### src/rtl/ef_smsdac_msenc8.sv
// 8-element mismatch-shaping encoder: 3-level tree of first-order switching blocks, one level
// per pipeline stage. Define EF_SMSDAC_DITH_EN to use LFSR dither for the switching-block choice.
module ef_smsdac_msenc8 #(
    parameter bit IDLE_HOLD = 1'b1
) (
    input  logic       clk,
    input  logic       rst_b,
    input  logic       in_vld,
    input  logic [3:0] d,
    input  logic [6:0] r,
    output logic       lfsr_adv,
    output logic [7:0] u,
    output logic       out_vld
);

    // Returns {extra_to_top, extra_to_bottom, next_bal, next_sgn} for one switching block.
    function automatic logic [3:0] sb_split(input logic odd, input logic bal, input logic sgn,
                                            input logic choose_plus);
        logic plus;
        logic nbal;
        logic nsgn;
        plus = 1'b0;
        nbal = bal;
        nsgn = sgn;
        if (odd) begin
            if (!bal) begin
                plus = ~sgn;
                nbal = 1'b1;
            end else begin
                plus = choose_plus;
                nbal = 1'b0;
                nsgn = choose_plus;
            end
        end
        return {odd & plus, odd & ~plus, nbal, nsgn};
    endfunction

    logic [3:0]      d0_q, d0_d;
    logic            v0_q, v0_d;
    logic [1:0][2:0] c1_q, c1_d;
    logic            v1_q, v1_d;
    logic [3:0][1:0] c2_q, c2_d;
    logic            v2_q, v2_d;
    logic [7:0]      u_q, u_d;
    logic            ov_q, ov_d;
    logic [6:0]      bal_q, bal_d;
    logic [6:0]      sgn_q, sgn_d;

    logic [6:0]      dith;
    logic [6:0][3:0] sp;
    logic [7:0]      leaf;

`ifdef EF_SMSDAC_DITH_EN
    assign dith     = r;
    assign lfsr_adv = v0_q | v1_q | v2_q;
`else
    // All-ones dither makes every free choice split +1 (extra unit to the top branch).
    logic unused_r;
    assign unused_r = ^r;
    assign dith     = 7'h7F;
    assign lfsr_adv = 1'b0;
`endif

    always_comb begin
        bal_d = bal_q;
        sgn_d = sgn_q;
        leaf  = 8'h00;

        d0_d = (d > 4'd8) ? 4'd8 : d;
        v0_d = in_vld;

        // Root: 0..8 split into two 0..4 counts
        sp[0]   = sb_split(d0_q[0], bal_q[0], sgn_q[0], dith[0]);
        c1_d[0] = d0_q[3:1] + {2'b00, sp[0][3]};
        c1_d[1] = d0_q[3:1] + {2'b00, sp[0][2]};
        if (v0_q) begin
            bal_d[0] = sp[0][1];
            sgn_d[0] = sp[0][0];
        end
        v1_d = v0_q;

        for (int n = 1; n < 3; n++) begin
            sp[n] = sb_split(c1_q[n-1][0], bal_q[n], sgn_q[n], dith[n]);
            c2_d[2*(n-1)]   = c1_q[n-1][2:1] + {1'b0, sp[n][3]};
            c2_d[2*(n-1)+1] = c1_q[n-1][2:1] + {1'b0, sp[n][2]};
            if (v1_q) begin
                bal_d[n] = sp[n][1];
                sgn_d[n] = sp[n][0];
            end
        end
        v2_d = v1_q;

        // Leaves: a count of 2 lights both elements, a count of 1 goes where the block steers it
        for (int k = 0; k < 4; k++) begin
            sp[3+k] = sb_split(c2_q[k][0], bal_q[3+k], sgn_q[3+k], dith[3+k]);
            leaf[2*k]   = c2_q[k][1] | sp[3+k][3];
            leaf[2*k+1] = c2_q[k][1] | sp[3+k][2];
            if (v2_q) begin
                bal_d[3+k] = sp[3+k][1];
                sgn_d[3+k] = sp[3+k][0];
            end
        end

        if (v2_q) begin
            u_d = leaf;
        end else if (IDLE_HOLD) begin
            u_d = u_q;
        end else begin
            u_d = 8'h00;
        end
        ov_d = v2_q;
    end

    always_ff @(posedge clk) begin
        if (!rst_b) begin
            d0_q  <= '0;
            v0_q  <= 1'b0;
            c1_q  <= '0;
            v1_q  <= 1'b0;
            c2_q  <= '0;
            v2_q  <= 1'b0;
            u_q   <= '0;
            ov_q  <= 1'b0;
            bal_q <= '1;
            sgn_q <= '0;
        end else begin
            d0_q  <= d0_d;
            v0_q  <= v0_d;
            c1_q  <= c1_d;
            v1_q  <= v1_d;
            c2_q  <= c2_d;
            v2_q  <= v2_d;
            u_q   <= u_d;
            ov_q  <= ov_d;
            bal_q <= bal_d;
            sgn_q <= sgn_d;
        end
    end

    assign u       = u_q;
    assign out_vld = ov_q;

endmodule

### config.mk
export PLATFORM = sky130hd
export DESIGN_NAME = ef_smsdac_msenc8
export DESIGN_NICKNAME = d
export VERILOG_FILES = /design/src/rtl/ef_smsdac_msenc8.sv
export SDC_FILE = /design/constraint.sdc
export NUM_CORES = 1
export LEC_CHECK = 0
export CAP_MARGIN = 5
export CORE_ASPECT_RATIO = 0.7
export CORE_UTILIZATION = 45
export DETAILED_ROUTE_END_ITERATION = 16
export PLACE_DENSITY = 0.68
export SETUP_SLACK_MARGIN = 0.02
export SLEW_MARGIN = 0
export SYNTH_ARGS = -nofsm -noshare
export SYNTH_HDL_FRONTEND = slang
export SYNTH_SLANG_ARGS = --single-unit
### constraint.sdc
create_clock -name clk -period 3.4 [get_ports clk]
set_input_delay 0.85 -clock clk [delete_from_list [all_inputs] [get_ports clk]]
set_output_delay 0.85 -clock clk [all_outputs]
set_load 0.1 [all_outputs]
==> impl_metrics.ini <==
[place]
place_area_mm2 = 0.001759
place_congestion = 0.7113
numPortBuffers = 15
place_worst_setup_slack_ns = 1.070
post-dp-hpwl_um = 1721

[routing]
via_count = 1058
ant_nets = 0
route.detailed.drc = 0
drtIter0Drc = 37
viasPerCell = 4.831
routed_wl_um = 2366
firstDrtPassIters = 4
wl_per_cell_um = 10.80

[timing]
period_minus_slack_ns = 2.024
tightest_slew_ns = 0.7057
slew_headroom_pct = 52.89
setup_viol = 0
fin_skew_ns = 0.006146
setup-tns-final_ns = 0
fmax_mhz = 494.0
post-route-period-util_pct = 59.53
maxSlewViolCount = 0
whs_ns = 0.4859
hold_viol = 0
setup_slack_ns = 1.376
rsz0062_at_grt = false

[clock_tree]
postCtsSetupRepairBufs = 0
cts_root_buffer = clkbuf_8
hold_buffers = 0
cts_tree = built
clkSinkCount = 44
cts_made_buffers = 5
clk_path_buf_depth = 2
htree_levels = 2
path_clk_slew_ns = 0.07
post_cts_resized = 0
clk_latency_ns = 0.28

[synthesis]
synth_enable_flop_cells = 0
ys_ff_latch = 44
avgSynthCellArea_um2 = 10.17
synthArstFlopShare_pct = 0
syn_inst = 158
ys_types = 19
synthesis.nets = 180
seq_area_frac_synth_pct = 54.83
synth_flop_cell = dfxtp_1
synth.most_common_cell = dfxtp_1
netlist.area_leader.share_pct = 54.83
ys_top_cells_by_area = dfxtp_1, and2_1, ha_1
synth_common_cells = dfxtp_1, and2_1, a21oi_1
synth_area_leader_cell = dfxtp_1
yosysWarnings = 0
netlist_area_mm2 = 0.001607

[layout]
area_growth_pct = 13.78
layout.nets = 196
fin_util_pct = 55.81
fill_cells = 323
fin_area_mm2 = 0.001828
antenna_cells = 0
drive_gt1_share_pct = 8.721

[die]
die_w_um = 73.42
fp.dieArea_mm2 = 0.003817
core-area_mm2 = 0.003276
row_count = 17
ios = 24
initial_core_util_pct = 49.05
die_h_um = 51.99

[power]
ir_drop_mv = 0.2429
power.density_mw_per_mm2 = 484.8
leakage_nw = 0.8889

[global_routing]
antenna_found_initial = 0
grt_max_degree = 26
grt_pass1_wl_um = 4119
grt_pass1_vias = 1019
grt.total_usage_pct = 14.58
grt_overflow = 0

[worst_setup_path]
crit_chain = clkdlybuf4s50_1 > buf_4 > o21ai_0 > a21oi_1
cp_max_fo = 24
cpPeakStageDelay_ns = 0.79
slowest_stage = clkdlybuf4s50_1
cp.arrival_ns = 2.24
cp-start-kind = input pin
worstPathRequired_ns = 3.62
crit_path_end_kind = flip-flop
worstSetupPathType = input pin to flip-flop

[flow_run]
drv_cap = 0

[hold_path]
hp-class = flip-flop to flip-flop

[status]
status = finished clean
-- report_power, final --
part / total (W) / internal, W / switching [W] / leakage (nW)
Combinational: 0.0000668 / 0.0000225 / 0.0000443 / 0.495
Sequential: 0.000540 / 0.000529 / 0.0000111 / 0.358
Clock: 0.000279 / 0.000132 / 0.000147 / 0.0359
Total: 0.000886 / 0.000684 / 0.000202 / 0.889
-- per-stage QoR --
step / power [W] / cells
after floorplan: 0.0006011 / 158
after global placement: 0.0006171 / 214
after detailed placement: 0.0006191 / 214
after CTS: 0.0008995 / 219
after global routing: 0.0009203 / 219
final: 0.0008863 / 219
-- metal layers --
metal | up-vias | wire length [um] | track usage, %
met3 | 4 | 91 | 5.233
met5 | - | 0 | 0
li1 | 561 | - | -
met2 | 19 | 1059 | 23.61
met4 | 0 | 23 | 6.090
met1 | 474 | 1191 | 17.63
-- worst max-delay path: cells and delay by family --
family | cells | cell delay, ns
AO/OA/AOI/OAI | 2 | 0.26
buffers and inverters | 2 | 1.11
-- cells by family (layout without fill, tap and decap cells) --
kind of cell,Yosys count,in the layout,synth area share (%)
XOR/XNOR,6,6,3.271
adder cells (fa/ha/maj),8,8,6.231
AND/OR/NAND/NOR,37,37,14.41
flip-flops,44,44,54.83
buffers and inverters,14,28,4.205
AO/OA/AOI/OAI,48,48,16.82
other,1,1,0.2334
-- placed cells by master, fill, tap and decap left out, drive strengths merged, types with 7 or more instances in the layout --
cell type / count
inv: 7
and3: 10
and2: 22
ha: 8
dfxtp: 44
buf: 10
o21a: 7
a21oi: 19
o21ai: 15
-- registers in the layout, summed over array words and instances, names as in the netlist --
name / flops
bal_q: 7
c1_q: 6
c2_q: 8
d0_q: 4
out_vld: 1
ov_d: 1
sgn_q: 7
u: 8
v0_q: 1
v1_q: 1
-- layout make-up --
class	instances	area, um2	share of cell area [%]
clock buffers	5	68.82	3.765
flip-flops and latches	44	880.8	48.19
repair buffers	16	135.1	7.392
inverters	7	26.28	1.437
multi-input cells	100	658.1	36.00
well taps	47	58.81	3.217
-- worst paths after layout --
kind,start,endpoint,slack (ns),cells after the start
min reg2reg,sgn_q[2],sgn_q[2],0.49,1
min,sgn_q[2],sgn_q[2],0.49,1
max,rst_b,u[6],1.38,4
max reg2reg,bal_q[0],c1_q[5],2.09,6
(Power assumes the default switching activity.)
==> RTL edit 1: new RTL, same flow settings <==
The option `EF_SMSDAC_DITH_EN` is turned on by a define.
--- a/src/rtl/ef_smsdac_msenc8.sv
+++ b/src/rtl/ef_smsdac_msenc8.sv
@@ -2,2 +2,4 @@
 // per pipeline stage. Define EF_SMSDAC_DITH_EN to use LFSR dither for the switching-block choice.
+`define EF_SMSDAC_DITH_EN
+
 module ef_smsdac_msenc8 #(
Behaviour: not the same (Yosys sat finds a counterexample within 4 cycles, from zero or initial values and one cycle with rst_b low).
==> RTL edit 1 against the unedited design <==
Cell area up 12%; combinational power is 36% higher; sequential cell count unchanged; routed wire length rose by 10%; area after synthesis grew 5.8%; global-route usage up 0.85 points; worst setup slack lost 0.24 ns; clock skew is 0.0011 ns lower; final cell count grew 16%; total power increased by 7.8%; first-iteration DRC count up 81%; core utilization grew 1.6 points.
==> RTL edit 1: results (changes against the unedited design) <==
{| class="wikitable"
! Metric !! Value
|-
| Weighted congestion at the end of routability-driven global placement || 0.684 (was 0.711)
|-
| Highest net fanout along the worst path || 25 (was 24)
|-
| Number of filler instances in the final layout || 339 (was 323)
|-
| Worst clock skew on the final layout || 0.00505 ns (was 0.00615 ns)
|-
| Switching share of power || 23.6% (was 22.8%)
|-
| Final HPWL from detailed placement || 1810 um (was 1720 um)
|-
| Total placed cells including tap cells || 246 (was 214)
|-
| Sequential area share after synthesis || 51.8% (was 54.8%)
|-
| Fraction of final layout cells with drive strength greater than 1 || 12.7% (was 8.72%)
|-
| DRC marker count from the first detailed-route iteration || 67 (was 37)
|-
| Yosys cell types || 23 (was 19)
|-
| Post-synthesis cell count || 178 (was 158)
|-
| Worst hold slack across all endpoints || 0.457 ns (was 0.486 ns)
|-
| Peak supply drop || 0.234 mV (was 0.243 mV)
|-
| Detailed Route WL || 2600 um (was 2370 um)
|-
| Clock insertion delay at the later pin of the skew report || 0.30 ns (was 0.28 ns)
|-
| Overall fraction of global-route tracks in use || 15.4% (was 14.6%)
|-
| Dpl ws || 1.05 ns (was 1.07 ns)
|-
| Slew @ Worst Pin || 0.376 ns (was 0.706 ns)
|-
| Minimum setup slack in the final design || 1.14 ns (was 1.38 ns)
|-
| Routed len/inst || 10.2 um (was 10.8 um)
|-
| Number of global-route vias before repair || 1064 (was 1019)
|-
| First-pass GRT wire length || 4360 um (was 4120 um)
|-
| Final nets || 225 (was 196)
|-
| Maximum number of pins on one net before global-route repair || 50 (was 26)
|-
| Internal reg-to-reg setup slack || 2.01 ns (was 2.09 ns)
|-
| Critical Path AT || 1.41 ns (was 2.24 ns)
|-
| List of most frequent post-synthesis cells || sky130_fd_sc_hd__dfxtp_1 (44), sky130_fd_sc_hd__o21ai_0 (27), sky130_fd_sc_hd__and2_1 (25) (was sky130_fd_sc_hd__dfxtp_1 (44), sky130_fd_sc_hd__and2_1 (22), sky130_fd_sc_hd__a21oi_1 (19))
|-
| Mapped Nets || 200 (was 180)
|-
| Outcome || completed (unchanged)
|-
| Highest-delay cell along the critical path || sky130_fd_sc_hd__or3_1 (was sky130_fd_sc_hd__clkdlybuf4s50_1)
|-
| Overall via count from detail_route || 1235 (was 1058)
|-
| Horiz. Die Dim || 75.5 um (was 73.4 um)
|}
==> RTL edit 1: cell types whose count changed after synthesis, sizes merged, moves of 4 or more <==
cell	change
a21oi	-12
o21a	-7
nand2	+11
inv	-4
nor2	+4
nand3	+7
o21ai	+12
and2	+6
==> RTL edit 1: cell type report <==
cell class	instances	area, um^2	area share (%)
clock buffers	8	90.1	4.41
inverters	3	11.3	0.551
flip-flops and latches	44	881	43.1
repair buffers	25	220	10.8
well taps	50	62.6	3.06
multi-input cells	124	777	38.1
==> RTL edit 1: logic make-up after synthesis <==
kind of cell / after synthesis / synth area share [%]
buf+inv: 10 / 2.50
compound gates: 43 / 13.7
fa+ha+maj: 8 / 5.89
flops: 44 / 51.8
simple gates: 67 / 23.0
xor+xnor: 6 / 3.09
==> RTL edit 1: worst register-to-register path, stage by stage, from the launching register on <==
cell	delay [ns]
sky130_fd_sc_hd__dfxtp_1	0.36
sky130_fd_sc_hd__o21ai_0	0.12
sky130_fd_sc_hd__and2_1	0.17
sky130_fd_sc_hd__ha_1	0.17
sky130_fd_sc_hd__ha_1	0.18
sky130_fd_sc_hd__xor2_1	0.13
sky130_fd_sc_hd__and2_1	0.14
==> RTL edit 1: routing by layer <==
| layer | up-vias | track usage, % | part of all wire, % |
|---|---|---|---|
| met3 | 7 | 5.71 | 6.4 |
| met2 | 27 | 24.6 | 44 |
| met5 | - | 0 | 0 |
| li1 | 657 | - | - |
| met1 | 544 | 16.6 | 47 |
| met4 | 0 | 12.0 | 2.5 |
==> RTL edit 1: path summary, 6_finish.rpt <==
| kind | end | start | depth (start not counted) |
|---|---|---|---|
| max | lfsr_adv | ov_d$_SDFF_PN0_ | 3 |
| max reg2reg | c1_q[2]$_SDFF_PN0_ | bal_q[0]$_SDFFE_PN1N_ | 6 |
| min | sgn_q[5]$_SDFFE_PN0P_ | sgn_q[5]$_SDFFE_PN0P_ | 2 |
| min reg2reg | sgn_q[5]$_SDFFE_PN0P_ | sgn_q[5]$_SDFFE_PN0P_ | 2 |
==> RTL edit 1: stage by stage <==
step                      area, um^2  power (mW)
final                           2040       0.955
after global routing            2040       0.998
after CTS                       2040       0.969
after detailed placement        1950       0.641
after global placement          1950       0.639
after floorplan                 1700       0.611
==> RTL edit 1: power groups by stage <==
| stage | clock network [mW] | logic (mW) | registers [mW] |
|---|---|---|---|
| 2_1_floorplan | 0 | 0.0385 | 0.572 |
| 3_3_place_gp | 0 | 0.0904 | 0.549 |
| 3_5_place_dp | 0 | 0.0918 | 0.550 |
| 4_1_cts | 0.340 | 0.0920 | 0.537 |
| 5_1_grt | 0.360 | 0.0990 | 0.539 |
| 6_report | 0.327 | 0.0908 | 0.537 |
==> RTL edit 2: new RTL, config.mk and constraints unchanged <==
Without the edit above. Take the reset off `c2_q` and load it in a clocked block of its own.
--- a/src/rtl/ef_smsdac_msenc8.sv
+++ b/src/rtl/ef_smsdac_msenc8.sv
@@ -119,3 +119,2 @@
             v1_q  <= 1'b0;
-            c2_q  <= '0;
             v2_q  <= 1'b0;
@@ -130,3 +129,2 @@
             v1_q  <= v1_d;
-            c2_q  <= c2_d;
             v2_q  <= v2_d;
@@ -139,2 +137,6 @@
 
+    always_ff @(posedge clk) begin
+        c2_q <= c2_d;
+    end
+
     assign u       = u_q;
Behaviour: no difference found for any inputs over 10 cycles, from zero or initial values and one cycle with rst_b low; that may be too few to reach the edited logic, so the function may still have changed.
==> RTL edit 2 against the unedited design <==
Total power up 0.51%; area after synthesis down 3.0%; worst setup slack worse by 0.072 ns; critical path depth down 1; global-route usage up 0.37 points; cell area down 2.7%; routed wire length down 2.1%; sequential cell count unchanged; clock skew down 0.0034 ns; synthesized cell count down 5.7%.
==> RTL edit 2: results (changes against the unedited design) <==
{| class="wikitable"
! Metric !! Value
|-
| Outcome || completed (unchanged)
|-
| First-pass GRT wire length || 4150 um (was 4120 um)
|-
| Met1 Routed Length || 1120 um (was 1190 um)
|-
| Cell area after placement || 0.00171 mm^2 (was 0.00176 mm^2)
|-
| Synth Area per Inst || 10.5 um^2 (was 10.2 um^2)
|-
| Depth of the most critical reg-to-reg path || 2 (was 6)
|-
| Detailed Route WL || 2320 um (was 2370 um)
|-
| Top post-synthesis cells by area || sky130_fd_sc_hd__dfxtp_1 (57%), sky130_fd_sc_hd__ha_1 (6.4%), sky130_fd_sc_hd__a21oi_1 (6.1%), sky130_fd_sc_hd__and2_1 (5.6%), sky130_fd_sc_hd__o21ai_0 (4.5%) (was sky130_fd_sc_hd__dfxtp_1 (55%), sky130_fd_sc_hd__and2_1 (8.6%), sky130_fd_sc_hd__ha_1 (6.2%), sky130_fd_sc_hd__a21oi_1 (5.9%), sky130_fd_sc_hd__o21ai_0 (4.0%))
|-
| Critical path's largest stage delay || 1.07 ns (was 0.79 ns)
|-
| Critical Path AT || 2.33 ns (was 2.24 ns)
|-
| Adder-cell share of the synthesized area || 6.42% (was 6.23%)
|-
| Number of filler instances in the final layout || 296 (was 323)
|-
| Detail Route met3 WL || 97 um (was 91 um)
|-
| Routed len/inst || 11.0 um (was 10.8 um)
|-
| Sequential area share after synthesis || 56.5% (was 54.8%)
|-
| Met3 Use GR || 5.92% (was 5.23%)
|-
| Fraction of final layout cells with drive strength greater than 1 || 9.15% (was 8.72%)
|-
| Fraction of synthesized cell area in xor and xnor cells || 3.37% (was 3.27%)
|-
| Total length of routed met2 wires || 1060 um (about the same)
|-
| Peak supply drop || 0.228 mV (was 0.243 mV)
|-
| List of most frequent post-synthesis cells || sky130_fd_sc_hd__dfxtp_1 (44), sky130_fd_sc_hd__a21oi_1 (19), sky130_fd_sc_hd__and2_1 (14), sky130_fd_sc_hd__o21ai_0 (14), sky130_fd_sc_hd__and3_1 (10) (was sky130_fd_sc_hd__dfxtp_1 (44), sky130_fd_sc_hd__and2_1 (22), sky130_fd_sc_hd__a21oi_1 (19))
|-
| Overall fraction of global-route tracks in use || 14.9% (was 14.6%)
|-
| Worst clock skew on the final layout || 0.00272 ns (was 0.00615 ns)
|-
| Mapped Nets || 171 (was 180)
|-
| Highest net fanout along the worst path || 33 (was 24)
|-
| Slew HR || 38.5% (was 52.9%)
|-
| Weighted congestion at the end of routability-driven global placement || 0.641 (was 0.711)
|-
| Static leakage || 0.867 nW (was 0.889 nW)
|-
| Average via count per standard cell || 4.81 (was 4.83)
|-
| Dpl ws || 0.971 ns (was 1.07 ns)
|-
| Maximum number of pins on one net before global-route repair || 34 (was 26)
|-
| Number of global-route vias before repair || 999 (was 1019)
|}
==> RTL edit 2: power breakdown <==
part / total (mW) / switching, mW / internal, mW
Combinational: 0.0660 / 0.0439 / 0.0221
Clock: 0.282 / 0.150 / 0.132
Sequential: 0.543 / 0.0120 / 0.531
==> RTL edit 2: layout make-up <==
class / count / area [um^2] / area share, %
sequential: 44 / 881 / 49.5
timing repair buffer: 16 / 135 / 7.60
multi-input combinational: 92 / 608 / 34.2
tap: 47 / 58.8 / 3.31
clock buffer: 5 / 68.8 / 3.87
inverter: 7 / 26.3 / 1.48
==> RTL edit 2: final timing paths <==
check        slack [ns]               start                     to
max                1.30               rst_b     d0_q[2]$_SDFF_PP0_
max reg2reg        2.06     ov_d$_SDFF_PN0_  bal_q[6]$_SDFFE_PN1P_
min                0.47  c1_q[5]$_SDFF_PN0_        c2_q[7]$_DFF_P_
min reg2reg        0.47  c1_q[5]$_SDFF_PN0_        c2_q[7]$_DFF_P_
